`config.mk`:
```
export PLATFORM = sky130hd
export DESIGN_NAME = cache_axi_rd_arbiter
export DESIGN_NICKNAME = d
export VERILOG_FILES = /design/src/rtl/cache_axi_rd_arbiter.sv
export SDC_FILE = /design/constraint.sdc
export NUM_CORES = 1
export LEC_CHECK = 0
export CAP_MARGIN = 40
export CORE_AREA = 2 2 189 191
export CTS_CLUSTER_DIAMETER = 200
export DETAILED_ROUTE_END_ITERATION = 8
export DIE_AREA = 0 0 191 193
export MAX_ROUTING_LAYER = met4
export PLACE_DENSITY = 0.73
export SYNTH_ARGS = -nofsm -noshare
export SYNTH_HDL_FRONTEND = slang
export SYNTH_SLANG_ARGS = --single-unit
```
`constraint.sdc`:
```
create_clock -name clk -period 3.11 [get_ports clk]
set_input_delay 0.7775 -clock clk [delete_from_list [all_inputs] [get_ports clk]]
set_output_delay 0.7775 -clock clk [all_outputs]
set_load 0.03 [all_outputs]
```
`src/rtl/cache_axi_rd_arbiter.sv`:
```
// Shares one AXI4 read channel between the ICache and DCache ports: round-robin
// grant, one AR burst in flight, R beats packed into a line returned with a pulse.
module cache_axi_rd_arbiter #(
  parameter int unsigned ADDR_W = 32,
  parameter int unsigned BEAT_W = 32,
  parameter int unsigned LINE_W = 128,
  parameter logic [3:0]  IC_ID  = 4'd0,
  parameter logic [3:0]  DC_ID  = 4'd1
) (
  input  logic              clk,
  input  logic              rst,
  input  logic              ic_rd_req,
  input  logic [ADDR_W-1:0] ic_rd_addr,
  input  logic [7:0]        ic_rd_len,
  output logic              ic_ret_valid,
  output logic [LINE_W-1:0] ic_ret_data,
  input  logic              dc_rd_req,
  input  logic [ADDR_W-1:0] dc_rd_addr,
  input  logic [7:0]        dc_rd_len,
  output logic              dc_ret_valid,
  output logic [LINE_W-1:0] dc_ret_data,
  output logic [3:0]        arid,
  output logic [ADDR_W-1:0] araddr,
  output logic [7:0]        arlen,
  output logic [2:0]        arsize,
  output logic [1:0]        arburst,
  output logic              arvalid,
  input  logic              arready,
  input  logic [BEAT_W-1:0] rdata,
  input  logic [1:0]        rresp,
  input  logic              rlast,
  input  logic              rvalid,
  output logic              rready
);

  localparam int unsigned WORDS = LINE_W / BEAT_W;
  localparam int unsigned CNT_W = (WORDS > 1) ? $clog2(WORDS) : 1;

  typedef enum logic [1:0] {IDLE, AR, R, RET} state_t;

  state_t            state, state_nx;
  logic              grant, grant_nx;          // 0 = ICache, 1 = DCache
  logic              last_grant, last_grant_nx;
  logic              cancel, cancel_nx;
  logic [CNT_W-1:0]  beat_cnt, beat_cnt_nx;
  logic [LINE_W-1:0] line_buf, line_buf_nx;
  logic [LINE_W-1:0] ret_data, ret_data_nx;
  logic [3:0]        arid_nx;
  logic [ADDR_W-1:0] araddr_nx;
  logic [7:0]        arlen_nx;
  logic              arvalid_nx, rready_nx;
  logic              ic_ret_valid_nx, dc_ret_valid_nx;
  logic              granted_req;
  logic              unused_rresp;

  assign arsize       = 3'b010;
  assign arburst      = 2'b01;
  assign ic_ret_data  = ret_data;
  assign dc_ret_data  = ret_data;
  assign unused_rresp = ^rresp;

  always_comb begin
    granted_req = grant ? dc_rd_req : ic_rd_req;
  end

  // Next-state and registered-output values
  always_comb begin
    state_nx      = state;
    grant_nx      = grant;
    last_grant_nx = last_grant;
    cancel_nx     = cancel;
    beat_cnt_nx   = beat_cnt;
    line_buf_nx   = line_buf;
    arid_nx       = arid;
    araddr_nx     = araddr;
    arlen_nx      = arlen;

    case (state)
      IDLE: begin
        if (ic_rd_req || dc_rd_req) begin
          grant_nx    = (ic_rd_req && dc_rd_req) ? ~last_grant : dc_rd_req;
          arid_nx     = grant_nx ? DC_ID : IC_ID;
          araddr_nx   = grant_nx ? dc_rd_addr : ic_rd_addr;
          arlen_nx    = grant_nx ? dc_rd_len : ic_rd_len;
          beat_cnt_nx = '0;
          cancel_nx   = 1'b0;
          line_buf_nx = '0;
          state_nx    = AR;
        end
      end
      AR: begin
        if (!granted_req) cancel_nx = 1'b1;
        if (arvalid && arready) state_nx = R;
      end
      R: begin
        if (!granted_req) cancel_nx = 1'b1;
        if (rvalid) begin
          line_buf_nx[32'(beat_cnt) * BEAT_W +: BEAT_W] = rdata;
          beat_cnt_nx = beat_cnt + CNT_W'(1);
          if (rlast) state_nx = RET;
        end
      end
      RET: begin
        last_grant_nx = grant;
        state_nx      = IDLE;
      end
      default: state_nx = IDLE;
    endcase

    // Outputs are registered from the state being entered
    arvalid_nx      = (state_nx == AR);
    rready_nx       = (state_nx == R);
    ic_ret_valid_nx = (state_nx == RET) && !cancel_nx && !grant_nx;
    dc_ret_valid_nx = (state_nx == RET) && !cancel_nx && grant_nx;
    ret_data_nx     = (state_nx == RET) ? line_buf_nx : ret_data;
  end

  always_ff @(posedge clk) begin
    if (rst) begin
      state        <= IDLE;
      grant        <= 1'b0;
      last_grant   <= 1'b0;
      cancel       <= 1'b0;
      beat_cnt     <= '0;
      line_buf     <= '0;
      ret_data     <= '0;
      arid         <= '0;
      araddr       <= '0;
      arlen        <= '0;
      arvalid      <= 1'b0;
      rready       <= 1'b0;
      ic_ret_valid <= 1'b0;
      dc_ret_valid <= 1'b0;
    end else begin
      state        <= state_nx;
      grant        <= grant_nx;
      last_grant   <= last_grant_nx;
      cancel       <= cancel_nx;
      beat_cnt     <= beat_cnt_nx;
      line_buf     <= line_buf_nx;
      ret_data     <= ret_data_nx;
      arid         <= arid_nx;
      araddr       <= araddr_nx;
      arlen        <= arlen_nx;
      arvalid      <= arvalid_nx;
      rready       <= rready_nx;
      ic_ret_valid <= ic_ret_valid_nx;
      dc_ret_valid <= dc_ret_valid_nx;
    end
  end

endmodule

```
==> results.md <==
- Status: complete, no violations
- Final hold violations: 0
- HP Start: dc_ret_data[22]
- Setup TNS: 0 ps
- Nets@finish: between 1500 and 2000
- Leakage: ~6.0 nW
- # Post-CTS Setup Buffers: 0
- Dpl hpwl: roughly 23000 um
- Number of synthesized flops with an enable pin: 0
- Crit path max fanout: 32
- Port bufs: 419
- Clk sinks: ~310
- Period utilization: around 88%
- Syn Area/Cell: 10.7 um2
- Setup WS post-layout: between 300 and 400 ps
- Crit-path max cell delay: around 750 ps
- Vias post-DR: roughly 9400
- Fillers: ~3200
- Wire length per cell: ~19 um
- # hold bufs at CTS: 0
- Register bit total from synthesis: between 300 and 400
- Drt first pass iters: 5
- Post-Syn Instances: around 1100
- ANT cells: 0
- GPL Wtd Cong: 0.809
- Number of max-cap violations: 0
- GRT Total Usage: around a fifth
- P&R area growth vs syn: 40.1%
- Worst-Margin Slew: 857 ps
- CP bufs+invs: 1
- RSZ-0062 raised after global routing: false
- CTS tree: done
- Final worst path period need: 2730 ps
- FF/Latch Area: between 6000 and 7000 um2
- Global-route wire length before repair: between 50000 and 60000 um
- Largest net degree at the start of global routing: around 170
- Die width: 191 um
- I/O pins: between 400 and 500
- Clock transition at path regs: approximately 60 ps
- Max Clock Skew: between 15 and 20 ps
- Worst path required time: between 3000 and 4000 ps
- H-tree depth: 2
- Clk buf depth: 3
- Worst setup path class: flop to flop
- Pwr Density: ~550 nW/um2
- HP Class: flop to flop
- Routed Antenna Nets: 0
- Initial antenna violation count: 0
- Cell taking the most area after synthesis: dfxtp_1
- Hold Worst Slack: slightly below 500 ps
- Post-Syn Area: approximately 12000 um2
- Area of the multi-input gates: ~4500 um2
- Post-route DRC: 0
- Critical path depth: 6
- Ys flop type: dfxtp_1
- Highest-delay cell along the critical path: a211o_2
- GR Overflow Total: 0
- Layout cells sized above 1: 10.6%
- Chip height: 193 um
- Via count of the first global-routing pass: 9161
- Clk_lat worst skew: between 500 and 600 ps
- CP Launch Type: flop
- Row cnt: between 60 and 70
- Total CTS buffers: 35
- Sequential fraction of the synthesis area: 51.2%
- Reg-to-Reg Start: state[1]
- Async SR Flop Fraction: 0%
- Cts repair resizes: 0
- Worst EP arrival: between 3000 and 4000 ps
- # setup viols final: 0
- Routed wire length: 34900 um
- CP Launch Point: state[1]
- Max-slew violations: 0
- Vias/cell: slightly above 5
- Core Region: about 35000 um2
- Root buffer cell: clkbuf_16
- Worst vdd ir: roughly 450 uV
- Ys Warns: 0
- Crit path cell chain: inv_1, ha_1, nor3b_2, a211o_2, a22oi_1, o2bb2ai_2
- Die Area: 36900 um2
- R2R depth: 6
- Worst path top cell family by delay: compound AO/OA/AOI/OAI gates
- Synth top area share: 51.2%
- Crit end category: flop
- Distinct cells, synth: 38
- Starting density of the core: 34.4%
- Hold Crit Depth: 1
- Post-Place Worst Slack: 104 ps
- DRT iter0 DRCs: 500
- Max Fclk: roughly 370 MHz
- Ranking of synthesized cells by area: dfxtp_1, buf_4, o2bb2ai_2
- Worst slew margin: ~43%
where the power goes:
group,total (mW),switching (mW),internal (mW)
sequential,4.08,0.0450,4.03
clock,4.10,1.60,2.50
combinational,1.10,0.691,0.407
worst register-to-register path, delay by kind of cell, from the launching register on:
kind,cells,cell delay [ps]
buf+inv,1,170
fa+ha+maj,1,430
simple gates,1,490
flops,1,380
compound gates,3,1200
through the flow:
stage,power [mW],instances,cell area (um2),utilization (%)
final,9.28,1863,16900,48.2
after global routing,9.61,1863,16900,48.2
after CTS,9.38,1863,16900,48.2
after detailed placement,5.26,1802,15700,44.9
after global placement,5.24,1802,15700,44.9
after floorplan,4.75,1126,12100,-
worst paths after layout:
check / endpoint / slack [ps]
max: dc_ret_data[58] / 380
min reg2reg: dc_ret_data[22] / 480
min: dc_ret_data[22] / 480
max reg2reg: dc_ret_data[58] / 380
final cells by class:
cell class | instances | area share, %
flip-flops and latches | 308 | 36.6
repair buffers | 442 | 26.6
multi-input cells | 585 | 26.5
clock buffers | 48 | 5.91
well taps | 461 | 3.42
clock inverters | 13 | 0.935
inverters | 6 | 0.134
logic make-up (layout without fill, tap and decap cells):
family                   after synthesis  count (layout)  share of synthesized area, %
flip-flops                           308             308                          51.2
buffers and inverters                233             509                          12.2
other                                  2               8                        0.0624
adder cells (fa/ha/maj)               11              11                          1.14
multiplexers                          42              42                          3.49
AND/OR/NAND/NOR                      205             205                          7.29
AO/OA/AOI/OAI                        319             319                          24.6
sequential cells by signal, summed over array words and instances, names as in the netlist:
signal and count:
ic_ret_valid 1, arid 1, cancel 1, arlen 8, state 2, dc_ret_data 128, arvalid 1, araddr 32
rready 1, grant 1, last_grant 1, line_buf 128, beat_cnt 2, dc_ret_valid 1
layer usage:
metal | vias up | track usage [%] | wire length [um]
met5 | - | - | 0
met4 | 0 | 5.13 | 748
li1 | 4404 | - | -
met1 | 4581 | 23.5 | 15200
met3 | 66 | 2.35 | 1980
met2 | 359 | 31.5 | 17100
cell usage after synthesis, drive strengths merged (6+ instances only):
cell type / n
a22o: 34
a211oi: 41
buf: 173
a22oi: 111
o21ai: 6
ha: 11
inv: 6
nor2b: 21
nand2: 12
clkbuf: 54
o2bb2ai: 111
dfxtp: 308
mux2i: 42
nor2: 157
cell usage in the layout (no fill, tap or decap), types with 2 or more instances in the layout:
| cell type | netlist | layout |
|---|---|---|
| dfxtp_1 | 308 | 308 |
| nor2b_1 | 21 | 21 |
| a211oi_1 | 41 | 41 |
| a22oi_1 | 111 | 111 |
| clkinv_2 | 0 | 5 |
| buf_4 | 139 | 14 |
| o2bb2ai_1 | 51 | 51 |
| bufinv_16 | 0 | 3 |
| nor3b_2 | 1 | 2 |
| a21oi_1 | 3 | 3 |
| nand4b_1 | 2 | 2 |
| buf_12 | 0 | 9 |
| conb_1 | 2 | 8 |
| a211o_2 | 0 | 3 |
| o2bb2ai_2 | 60 | 60 |
| mux2i_1 | 42 | 42 |
| clkdlybuf4s50_1 | 0 | 418 |
| clkbuf_8 | 0 | 3 |
| nor3_1 | 4 | 3 |
| nand2_1 | 12 | 12 |
| clkbuf_16 | 0 | 37 |
| ha_1 | 11 | 11 |
| a22o_1 | 34 | 34 |
| nor2_1 | 157 | 157 |
| clkbuf_1 | 54 | 8 |
| inv_6 | 0 | 2 |
| a2bb2oi_1 | 2 | 2 |
| o21ai_0 | 6 | 6 |
| clkinv_4 | 0 | 2 |
| inv_1 | 6 | 6 |
Power figures use the tool's default switching activity.
